## src/rtl/single_port_ram_responder.sv

```systemverilog
// Behavioural single-port RAM responder: clear sweep after reset,
// selectable write-collision read mode, access status and counters.
//
// Ports:
//   sys_clk    rising-edge clock
//   sys_rst    asynchronous active-low reset
//   ram_en     access enable
//   ram_we     1 = write, 0 = read (qualified by ram_en)
//   addr       word address
//   din        write data
//   dout       registered read data (1-cycle latency)
//   rd_valid   pulse: dout holds the result of a read
//   init_done  high once the clear sweep has finished
//   access_err pulse: access rejected (during sweep or out of range)
//   wr_cnt     accepted writes, saturating
//   rd_cnt     accepted reads, saturating
module single_port_ram_responder #(
    parameter int              ADDR_W   = 5,
    parameter int              DATA_W   = 8,
    parameter int              DEPTH    = 32,
    parameter logic [DATA_W-1:0] INIT_VAL = '0,
    parameter int              WR_MODE  = 0,
    parameter int              CNT_W    = 16
) (
    input  logic              sys_clk,
    input  logic              sys_rst,
    input  logic              ram_en,
    input  logic              ram_we,
    input  logic [ADDR_W-1:0] addr,
    input  logic [DATA_W-1:0] din,
    output logic [DATA_W-1:0] dout,
    output logic              rd_valid,
    output logic              init_done,
    output logic              access_err,
    output logic [CNT_W-1:0]  wr_cnt,
    output logic [CNT_W-1:0]  rd_cnt
);

    localparam int IDX_W = (DEPTH > 1) ? $clog2(DEPTH) : 1;

    localparam logic [ADDR_W:0]  DEPTH_L = (ADDR_W + 1)'(DEPTH);
    localparam logic [IDX_W-1:0] LAST    = IDX_W'(DEPTH - 1);
    localparam logic [CNT_W-1:0] CNT_MAX = '1;

    localparam logic MODE_RF = (WR_MODE == 1);
    localparam logic MODE_WF = (WR_MODE == 2);

    typedef enum logic {
        INIT,
        READY
    } state_t;

    state_t state;
    state_t state_nxt;

    logic [IDX_W-1:0] clr_ptr;
    logic [IDX_W-1:0] clr_ptr_nxt;

    logic [DATA_W-1:0] mem [DEPTH];

    logic              run;
    logic              in_range;
    logic [IDX_W-1:0]  idx;
    logic              rd_ok;
    logic              wr_ok;
    logic              rej;

    logic              mem_we;
    logic [IDX_W-1:0]  mem_waddr;
    logic [DATA_W-1:0] mem_wdata;

    // Single-stage release synchroniser: the FSM first acts on the
    // second rising edge after sys_rst goes high.
    always_ff @(posedge sys_clk or negedge sys_rst) begin
        if (!sys_rst) begin
            run <= 1'b0;
        end else begin
            run <= 1'b1;
        end
    end

    // Access qualification
    always_comb begin
        in_range = ({1'b0, addr} < DEPTH_L);
        idx      = addr[IDX_W-1:0];
        rd_ok    = run && (state == READY) && ram_en
                   && !ram_we && in_range;
        wr_ok    = run && (state == READY) && ram_en
                   && ram_we && in_range;
        rej      = run && ram_en
                   && ((state == INIT) || !in_range);
    end

    // Next state and the single memory write port
    always_comb begin
        state_nxt   = state;
        clr_ptr_nxt = clr_ptr;
        mem_we      = 1'b0;
        mem_waddr   = idx;
        mem_wdata   = din;
        if (run) begin
            unique case (state)
                INIT: begin
                    mem_we      = 1'b1;
                    mem_waddr   = clr_ptr;
                    mem_wdata   = INIT_VAL;
                    clr_ptr_nxt = clr_ptr + 1'b1;
                    if (clr_ptr == LAST) begin
                        state_nxt   = READY;
                        clr_ptr_nxt = '0;
                    end
                end
                READY: begin
                    mem_we = wr_ok;
                end
                default: begin
                    state_nxt = INIT;
                end
            endcase
        end
    end

    // Storage has no reset; the sweep defines its contents.
    always_ff @(posedge sys_clk) begin
        if (mem_we) begin
            mem[mem_waddr] <= mem_wdata;
        end
    end

    always_ff @(posedge sys_clk or negedge sys_rst) begin
        if (!sys_rst) begin
            state      <= INIT;
            clr_ptr    <= '0;
            dout       <= '0;
            rd_valid   <= 1'b0;
            init_done  <= 1'b0;
            access_err <= 1'b0;
            wr_cnt     <= '0;
            rd_cnt     <= '0;
        end else begin
            state      <= state_nxt;
            clr_ptr    <= clr_ptr_nxt;
            rd_valid   <= rd_ok;
            access_err <= rej;
            init_done  <= (state_nxt == READY);

            // mem read here sees the pre-write contents, which is
            // exactly what READ_FIRST wants.
            if (rd_ok) begin
                dout <= mem[idx];
            end else if (wr_ok && MODE_RF) begin
                dout <= mem[idx];
            end else if (wr_ok && MODE_WF) begin
                dout <= din;
            end

            if (rd_ok && (rd_cnt != CNT_MAX)) begin
                rd_cnt <= rd_cnt + 1'b1;
            end
            if (wr_ok && (wr_cnt != CNT_MAX)) begin
                wr_cnt <= wr_cnt + 1'b1;
            end
        end
    end

endmodule

```

## config.mk

```make
export PLATFORM = sky130hd
export DESIGN_NAME = single_port_ram_responder
export DESIGN_NICKNAME = d
export VERILOG_FILES = /design/src/rtl/single_port_ram_responder.sv
export SDC_FILE = /design/constraint.sdc
export NUM_CORES = 1
export LEC_CHECK = 0
export ABC_AREA = 1
export BUFFER_PORTS_ARGS = -buffer_cell sky130_fd_sc_hd__buf_4
export CAP_MARGIN = 20
export CORE_ASPECT_RATIO = 0.9
export CORE_MARGIN = 2
export CORE_UTILIZATION = 30
export CTS_BUF_LIST = sky130_fd_sc_hd__clkbuf_16
export DETAILED_ROUTE_END_ITERATION = 12
export PLACE_DENSITY_LB_ADDON = 0.3
export SKIP_CTS_REPAIR_TIMING = 1
export SYNTH_ARGS = -nofsm -noshare
export SYNTH_HDL_FRONTEND = slang
export SYNTH_SLANG_ARGS = --single-unit
export TNS_END_PERCENT = 100
```

## constraint.sdc

```tcl
create_clock -name sys_clk -period 2.5 [get_ports sys_clk]
set_input_delay 0.125 -clock sys_clk [delete_from_list [all_inputs] [get_ports sys_clk]]
set_output_delay 0.125 -clock sys_clk [all_outputs]
set_load 0.02 [all_outputs]
```

==> results of run 1 <==
## metrics by stage
| stage | hold slack, ns | utilization (%) | std cells | setup slack, ns |
|---|---|---|---|---|
| CTS | -0.335 | 35.8 | 1877 | 0.00996 |
| detailed placement | 0.193 | 33.2 | 1816 | 0.0126 |
| global route | 0.0112 | 35.9 | 1878 | 0.0204 |
| finish | -0.0236 | 35.9 | 1878 | 0.164 |
| floorplan | -0.171 | - | 1213 | 0.400 |
| global placement | 0.189 | 33.2 | 1816 | 0.0539 |
## report_power, final
| group | switching (mW) | internal [mW] |
|---|---|---|
| sequential | 0.185 | 6.01 |
| clock | 1.92 | 2.96 |
| combinational | 1.33 | 0.565 |
| total | 3.44 | 9.54 |
## worst paths after layout
| path | start | end | slack (ns) | depth (start not counted) |
|---|---|---|---|---|
| worst max register to register | state | mem[12][6] | 0.16 | 6 |
| worst max-delay path | state | mem[12][6] | 0.16 | 6 |
| min in group asynchronous | sys_rst | wr_cnt[5] | 0.18 | 2 |
| worst min register to register | state | access_err | 0.48 | 1 |
| worst min-delay path | ram_en | access_err | -0.02 | 3 |
| max in group asynchronous | sys_rst | rd_cnt[15] | 1.85 | 2 |
## per-layer routing
metal / wire [microns] / global-route usage [%] / vias to the layer above
met4: 609 / 3.69 / 0
met1: 15500 / 21.3 / 4295
met3: 1560 / 2.06 / 52
met2: 15100 / 23.2 / 239
li1: - / - / 4293
met5: 0 / 0 / -
## cells in the final DEF, fill, tap and decap left out, drive strengths merged
cell,count
a21oi,2
a31oi,1
buf,106
bufinv,3
clkbuf,37
clkinv,9
clkinvlp,2
conb,1
dfrtp,49
dlygate4sd3,1
edfxtp,256
ha,4
inv,60
nand2,425
nand3,235
nand4,3
nor2,71
nor3,10
nor4,2
o21a,1
o21ai,20
or2,1
xnor2,8
xor2,16
## logic make-up after synthesis
family | Yosys count | synth area share [%]
other | 1 | 0.0289
and+or+nand+nor | 747 | 24.5
xor gates and xnor gates | 24 | 1.62
AOI/OAI and AO/OA | 24 | 1.04
buffers and inverters | 108 | 3.62
DFF | 305 | 68.8
adders and majority gates | 4 | 0.386
## worst reg2reg max path: cells and delay by family (launching register included)
family | cells | cell delay (ns)
and+or+nand+nor | 3 | 0.91
DFF | 1 | 0.40
AOI/OAI and AO/OA | 1 | 0.37
buffers and inverters | 2 | 0.31
## sequential cells by signal, summed over array words and instances, names as in the netlist, 5 cells and up
register and count:
rd_cnt 16, wr_cnt 16, mem 256, clr_ptr 5
dout 8
## area by class of cell
| class | count | area [sq um] | share of cell area, % |
|---|---|---|---|
| tap | 555 | 694 | 4.52 |
| multi-input combinational | 800 | 3620 | 23.6 |
| inverter | 50 | 191 | 1.25 |
| clock buffer | 37 | 926 | 6.03 |
| sequential | 305 | 8910 | 58.0 |
| clock inverter | 24 | 178 | 1.16 |
| timing repair buffer | 107 | 831 | 5.41 |
==> impl_metrics.tcl, run 1 <==
set metrics [dict create \
    drtIter0Drc 746 \
    period_needed_ns 2.34 \
    p_per_area_nw_per_um2 845 \
    critical_path.top_delay_family "simple AND/OR/NAND/NOR gates" \
    cp-start-kind "flop" \
    grt_max_degree 129 \
    hold_ws_ns -0.0236 \
    clock_latency_ns 0.51 \
    grt_pass1_vias 8667 \
    skew_ns 0.0189 \
    start_util_pct 30.3 \
    cts_buffer_depth 3 \
    power_leakage_nw 6.03 \
    cts_tree "done" \
    place.port_buffers 59 \
    die_h_microns 201 \
    critPathMaxStageDelay_ns 0.51 \
    synth_area_sq_um 13000 \
    tns_ns 0 \
    crit_fanout 12 \
    ys_seq_area_share_pct 68.8 \
    outcome "finished with violations" \
    synth_top_area_share_pct 59.3 \
    fp.dieArea_sq_um 44900 \
    fin_crit_sh_pct 93.4 \
    yosys.area.top_type "edfxtp_1" \
    wire_per_inst_microns 17.5 \
    rsz0062_at_grt "no" \
    slew_viol_final 0 \
    drt_pass1_iterations 5 \
    cts_sinks 305 \
    cp-end-kind "flop" \
    num_antenna_cells 0 \
    clk_pin_slew_ns 0.05 \
    grt_antenna_before_repair 1 \
    slowest_stage "nor2_1" \
    synth_enable_flop_cells 256 \
    worst_slew_margin_rel_pct 48.4 \
    synthToLayoutAreaGrowth_pct 18.5 \
    drive_gt1_share_pct 14.1 \
    finalSetupViolations 0 \
    dp_hpwl_microns 20300 \
    ys_async_sr_fraction_pct 16.1 \
    avgViaCountPerCell 4.73 \
    final_area_sq_um 15400 \
    drtAntennaViolNets 0 \
    nNetsFinal 1319 \
    drc_errors 0 \
    ys_seq_elements 305 \
    peakVddDrop_mv 0.860 \
    die_x_microns 223 \
    hold_path.class "input port to flop" \
    cp.required_ns 2.64 \
    synth_cell_types 34 \
    ios 60 \
    drv_cap 0 \
    core_area_sq_um 42800 \
    synth_top_cells_by_area "edfxtp_1, nand2_1, dfrtp_1, nand3_1, nor2_1" \
    cts_max_level 2 \
    place_area_sq_um 14200 \
    max_freq_mhz 428 \
    gp_congestion 0.862 \
    overflow 0 \
    critPathBufInv 2 \
    track_usage_pct 14.7 \
    clock-root-buffer "clkbuf_16" \
    avgSynthCellArea_sq_um 10.7 \
    crit_chain "inv_2, nand2_1, o21ai_0, nand3_1, buf_4, nor2_1" \
    critPathArrivalTime_ns 2.48 \
    synth_most_common_cell "nand2_1" \
    power_mw 13.0 \
    cts_made_buffers 34 \
    synthCells 1213 \
    ys.flop_type "edfxtp_1" \
    violations "negative hold slack" \
    critical_path_class "flop to flop" \
    vias 8879 \
    synth.top_cells.by_count "nand2_1, edfxtp_1, nand3_1" \
    placementRows 72 \
    ys_warn_count 0 \
    worstMarginPinSlew_ns 0.774 \
    hold_violations 1 \
    fillers 4151 \
    grt_pass1_wl_microns 51000 \
    wl_microns 32800 \
    synth_nets 1234 \
]
No activity file was read; power rests on OpenSTA's default activity.
==> run 2, diff against run 1 <==
==> constraint.sdc (replaced) <==
create_clock -name sys_clk -period 2.95 [get_ports sys_clk]
set_input_delay 0.1475 -clock sys_clk [delete_from_list [all_inputs] [get_ports sys_clk]]
set_output_delay 0.1475 -clock sys_clk [all_outputs]
set_load 0.02 [all_outputs]
==> impl_metrics.tcl, run 2 (synthesis results as in run 1) <==
set metrics [dict create \
    outcome "finished clean" \
    worst_slew_margin_rel_pct 47.7 \
    drv_cap 0 \
    fin_crit_sh_pct 90.4 \
    critical_path_class "flop to flop" \
    die_h_microns 201 \
    drtIter0Drc 665 \
    overflow 0 \
    num_antenna_cells 0 \
    period_needed_ns 2.67 \
    wl_microns 32600 \
    rsz0062_at_grt "no" \
    place.port_buffers 59 \
    reg2reg_from "state" \
    clock-root-buffer "clkbuf_16" \
    ios 60 \
    power_leakage_nw 5.97 \
    dp_hpwl_microns 20200 \
    grt_pass1_vias 8842 \
    die_x_microns 223 \
    grt_antenna_before_repair 0 \
    cts_made_buffers 34 \
    core_area_sq_um 42800 \
    p_per_area_nw_per_um2 712 \
    layout_common_cells "nand2_1, edfxtp_1, nand3_1" \
    grt_pass1_wl_microns 50900 \
    fillers 4219 \
    top_regs "mem (256), rd_cnt (16), wr_cnt (16)" \
    synthToLayoutAreaGrowth_pct 17.8 \
    utilization_pct 35.7 \
    hold_violations 0 \
    crit_fanout 15 \
    fp.dieArea_sq_um 44900 \
    critical_path.top_delay_family "simple AND/OR/NAND/NOR gates" \
    nNetsFinal 1312 \
    peakVddDrop_mv 0.592 \
    gp_congestion 0.839 \
    max_freq_mhz 375 \
    min-delay-start "ram_en" \
    final_common_cell "nand2_1" \
    track_usage_pct 14.6 \
    cts_buffer_depth 3 \
    largest-register "mem" \
    layout_setup_ws_ns 0.282 \
    crit_chain "inv_2, nand2_1, o21ai_0, nand3_1, buf_4, nor2_1" \
    cp-end-kind "flop" \
    min_to "access_err" \
    hold_path.class "input port to flop" \
    critPathBufInv 2 \
    cp-start-kind "flop" \
    largest_register_ffs 256 \
    critPathMaxStageDelay_ns 0.54 \
    cp.required_ns 3.08 \
    regToRegSetupSlack_ns 0.28 \
    drive_gt1_share_pct 12.9 \
    slowest_stage "nor2_1" \
    r2r-end "mem[4][2]" \
    skew_ns 0.0134 \
    clk_pin_slew_ns 0.06 \
    hold_depth 3 \
    finalSetupViolations 0 \
    drc_errors 0 \
    critPathArrivalTime_ns 2.80 \
    cts_max_level 2 \
    wire_per_inst_microns 17.5 \
    place_ws_ns 0.289 \
    tns_ns 0 \
    placementRows 72 \
    cts_tree "done" \
    cts_sinks 305 \
    drtAntennaViolNets 0 \
    avgViaCountPerCell 4.70 \
    worstMarginPinSlew_ns 0.781 \
    start_util_pct 30.3 \
    clock_latency_ns 0.50 \
    grt_max_degree 129 \
    vias 8779 \
    slew_viol_final 0 \
    rr_worst_depth 6 \
    drt_pass1_iterations 5 \
]
-- run 2: metrics by stage --
stage               cell area (sq um)  cells  total power [mW]  hold slack [ns]
global placement                14200   1808              6.89            0.217
detailed placement              14200   1808              6.91            0.216
finish                          15300   1869              10.9           0.0141
floorplan                       13000   1213              6.21           -0.148
CTS                             15200   1867              11.0           -0.306
global route                    15300   1869              11.3           0.0301
-- run 2: where the power goes --
group          internal [mW]  total [mW]  switching [mW]
Combinational          0.469        1.57            1.10
Sequential              5.10        5.25           0.157
Clock                   2.42        4.06            1.64
-- run 2: routing by layer --
| metal | up-vias | track usage (%) | routed length (microns) | share of wire [%] |
|---|---|---|---|---|
| met2 | 205 | 23.6 | 15300 | 47 |
| met4 | 0 | 3.62 | 565 | 1.7 |
| met5 | - | 0 | 0 | 0 |
| li1 | 4277 | - | - | - |
| met3 | 37 | 2.13 | 1550 | 4.7 |
| met1 | 4260 | 20.7 | 15300 | 47 |
-- run 2: area by class of cell --
class / instances / area, sq um / share of cell area (%)
inverters: 50 / 191 / 1.25
multi-input cells: 800 / 3600 / 23.6
well taps: 555 / 694 / 4.55
clock inverters: 22 / 144 / 0.943
repair buffers: 100 / 798 / 5.23
clock buffers: 37 / 926 / 6.07
flip-flops and latches: 305 / 8910 / 58.4
-- run 2: how the worst max path moves through the flow --
| stage | cells after the start | endpoint | slack, ns | from |
|---|---|---|---|---|
| after CTS | 6 | mem[4][1] | 0.28 | state |
| final | 6 | mem[4][2] | 0.28 | state |
| after global placement | 6 | mem[4][3] | 0.39 | state |
| after floorplan | 8 | mem[0][0] | 0.85 | state |
| after global routing | 9 | mem[4][3] | 0.11 | state |
| after detailed placement | 6 | mem[0][3] | 0.29 | state |
-- run 2: worst min-delay path, cell delays in order --
cell and delay (ns):
buf_4 0.12, nand2_1 0.13, nor2_1 0.06
==> run 3, diff against run 2 <==
--- a/config.mk
+++ b/config.mk
@@ -13,7 +13,8 @@
 export CORE_UTILIZATION = 30
 export CTS_BUF_LIST = sky130_fd_sc_hd__clkbuf_16
 export DETAILED_ROUTE_END_ITERATION = 12
-export PLACE_DENSITY_LB_ADDON = 0.3
+export PLACE_DENSITY_LB_ADDON = 0.05
+export REMOVE_ABC_BUFFERS = 1
 export SKIP_CTS_REPAIR_TIMING = 1
 export SYNTH_ARGS = -nofsm -noshare
 export SYNTH_HDL_FRONTEND = slang
==> impl_metrics.tcl, run 3 (synthesis results as in run 1) <==
set metrics [dict create \
    nNetsFinal 1310 \
    rr_worst_depth 7 \
    layout_setup_ws_ns 0.412 \
    cts_sinks 305 \
    intPower_mw 8.61 \
    grt_pass1_vias 8775 \
    place_area_sq_um 14100 \
    placementRows 72 \
    gp_congestion 0.793 \
    drv_cap 0 \
    multi_input_area_sq_um 3600 \
    clock_latency_ns 0.52 \
    hold_path.class "input port to flop" \
    clkPwrFrac_pct 41.1 \
    wire_per_inst_microns 21.1 \
    wl_microns 39500 \
    avgViaCountPerCell 4.71 \
    die_h_microns 201 \
    endpoint "mem[21][5]" \
    fillers 4225 \
    drt_pass1_iterations 5 \
    crit_fanout 15 \
    p_per_area_nw_per_um2 763 \
    place.port_buffers 59 \
    layout_common_cells "nand2_1, edfxtp_1, nand3_1" \
    grt_antenna_before_repair 1 \
    top_regs "mem (256), rd_cnt (16), wr_cnt (16)" \
    p_sw_mw 3.16 \
    r2r-end "mem[21][5]" \
    worstMarginPinSlew_ns 0.824 \
    slew_viol_final 0 \
    critPathArrivalTime_ns 2.68 \
    grt_max_degree 129 \
    worst_slew_margin_rel_pct 44.9 \
    period_needed_ns 2.54 \
    largest_register_ffs 256 \
    drtIter0Drc 792 \
    cts_tree "done" \
    hold_violations 0 \
    fp.dieArea_sq_um 44900 \
    drtAntennaViolNets 0 \
    final_common_cell "nand2_1" \
    critical_path_class "flop to flop" \
    seqPwrFrac_pct 44.8 \
    utilization_pct 36.0 \
    use_met3_pct 2.82 \
    cp.required_ns 3.09 \
    reg2reg_from "state" \
    use_met1_pct 26.5 \
    outcome "finished clean" \
    place_ws_ns 0.379 \
    dp.cells 1805 \
    clock-root-buffer "clkbuf_16" \
    grt_pass1_wl_microns 58600 \
    rsz0062_at_grt "no" \
    core_area_sq_um 42800 \
    clk_pin_slew_ns 0.06 \
    drive_gt1_share_pct 13.1 \
    drc_errors 0 \
    start_util_pct 30.3 \
    regArea_sq_um 8910 \
    cts_buffer_depth 3 \
    cts_max_level 2 \
    p_comb_share_pct 14.1 \
    peakVddDrop_mv 0.334 \
    cp-start-kind "flop" \
    fin_cells 1869 \
    cts_made_buffers 36 \
    finalSetupViolations 0 \
    grtUsageMet2_pct 26.4 \
    vias 8811 \
    grt-busiest-layer "met1" \
    final_area_sq_um 15400 \
    cp-end-kind "flop" \
    largest-register "mem" \
    die_x_microns 223 \
    max_freq_mhz 394 \
    track_usage_pct 17.6 \
    skew_ns 0.0179 \
    switching_share_pct 26.9 \
    overflow 0 \
    worstSetupStartpoint "state" \
    synthToLayoutAreaGrowth_pct 19.0 \
    ios 60 \
    dp_hpwl_microns 23800 \
    power_leakage_nw 6.04 \
    regToRegSetupSlack_ns 0.41 \
    fin_crit_sh_pct 86.0 \
]
## run 3: worst min path at each step
| stage | from | endpoint | slack (ns) | depth (start not counted) |
|---|---|---|---|---|
| 2_1_floorplan | sys_rst | access_err | -0.15 | 0 |
| 3_3_place_gp | sys_rst | rd_cnt[14] | 0.25 | 1 |
| 3_5_place_dp | sys_rst | rd_cnt[10] | 0.26 | 1 |
| 4_1_cts | sys_rst | rd_cnt[13] | -0.30 | 1 |
| 5_1_grt | addr[4] | dout[2] | 0.02 | 4 |
| 6_report | addr[4] | dout[4] | 0.02 | 4 |
## run 3: layer usage
layer,routed length [microns],share of wire (%)
met2,17400,44
met3,1610,4.1
met5,0,0
met1,19800,50
met4,760,1.9
## run 3: critical path, stage by stage, from the launching register on
cell and delay (ns):
dfrtp_1 0.38, inv_2 0.07, nand2_1 0.35, inv_1 0.12
o21ai_0 0.27, nand3_1 0.15, buf_4 0.18, nor2_1 0.64
## run 3: through the flow
stage / hold WS [ns] / total power, mW / TNS (ns)
floorplan: -0.148 / 6.15 / -89.50
global placement: 0.253 / 7.06 / 0
detailed placement: 0.259 / 7.05 / 0
CTS: -0.303 / 11.9 / 0
global route: 0.0203 / 12.2 / 0
finish: 0.0169 / 11.8 / 0
## run 3: cell type report
type / count / area share [%]
repair buffers: 96 / 4.85
flip-flops and latches: 305 / 57.8
clock buffers: 37 / 6.01
inverters: 50 / 1.25
diodes: 1 / 0.0162
clock inverters: 25 / 2.22
well taps: 555 / 4.50
multi-input cells: 800 / 23.3
## run 3: power groups by stage
stage / clock [mW] / combinational [mW] / sequential, mW
final: 4.83 / 1.66 / 5.28
after global routing: 5.11 / 1.82 / 5.31
after CTS: 4.96 / 1.69 / 5.28
after detailed placement: 0 / 1.68 / 5.37
after global placement: 0 / 1.69 / 5.37
after floorplan: 0 / 0.741 / 5.41
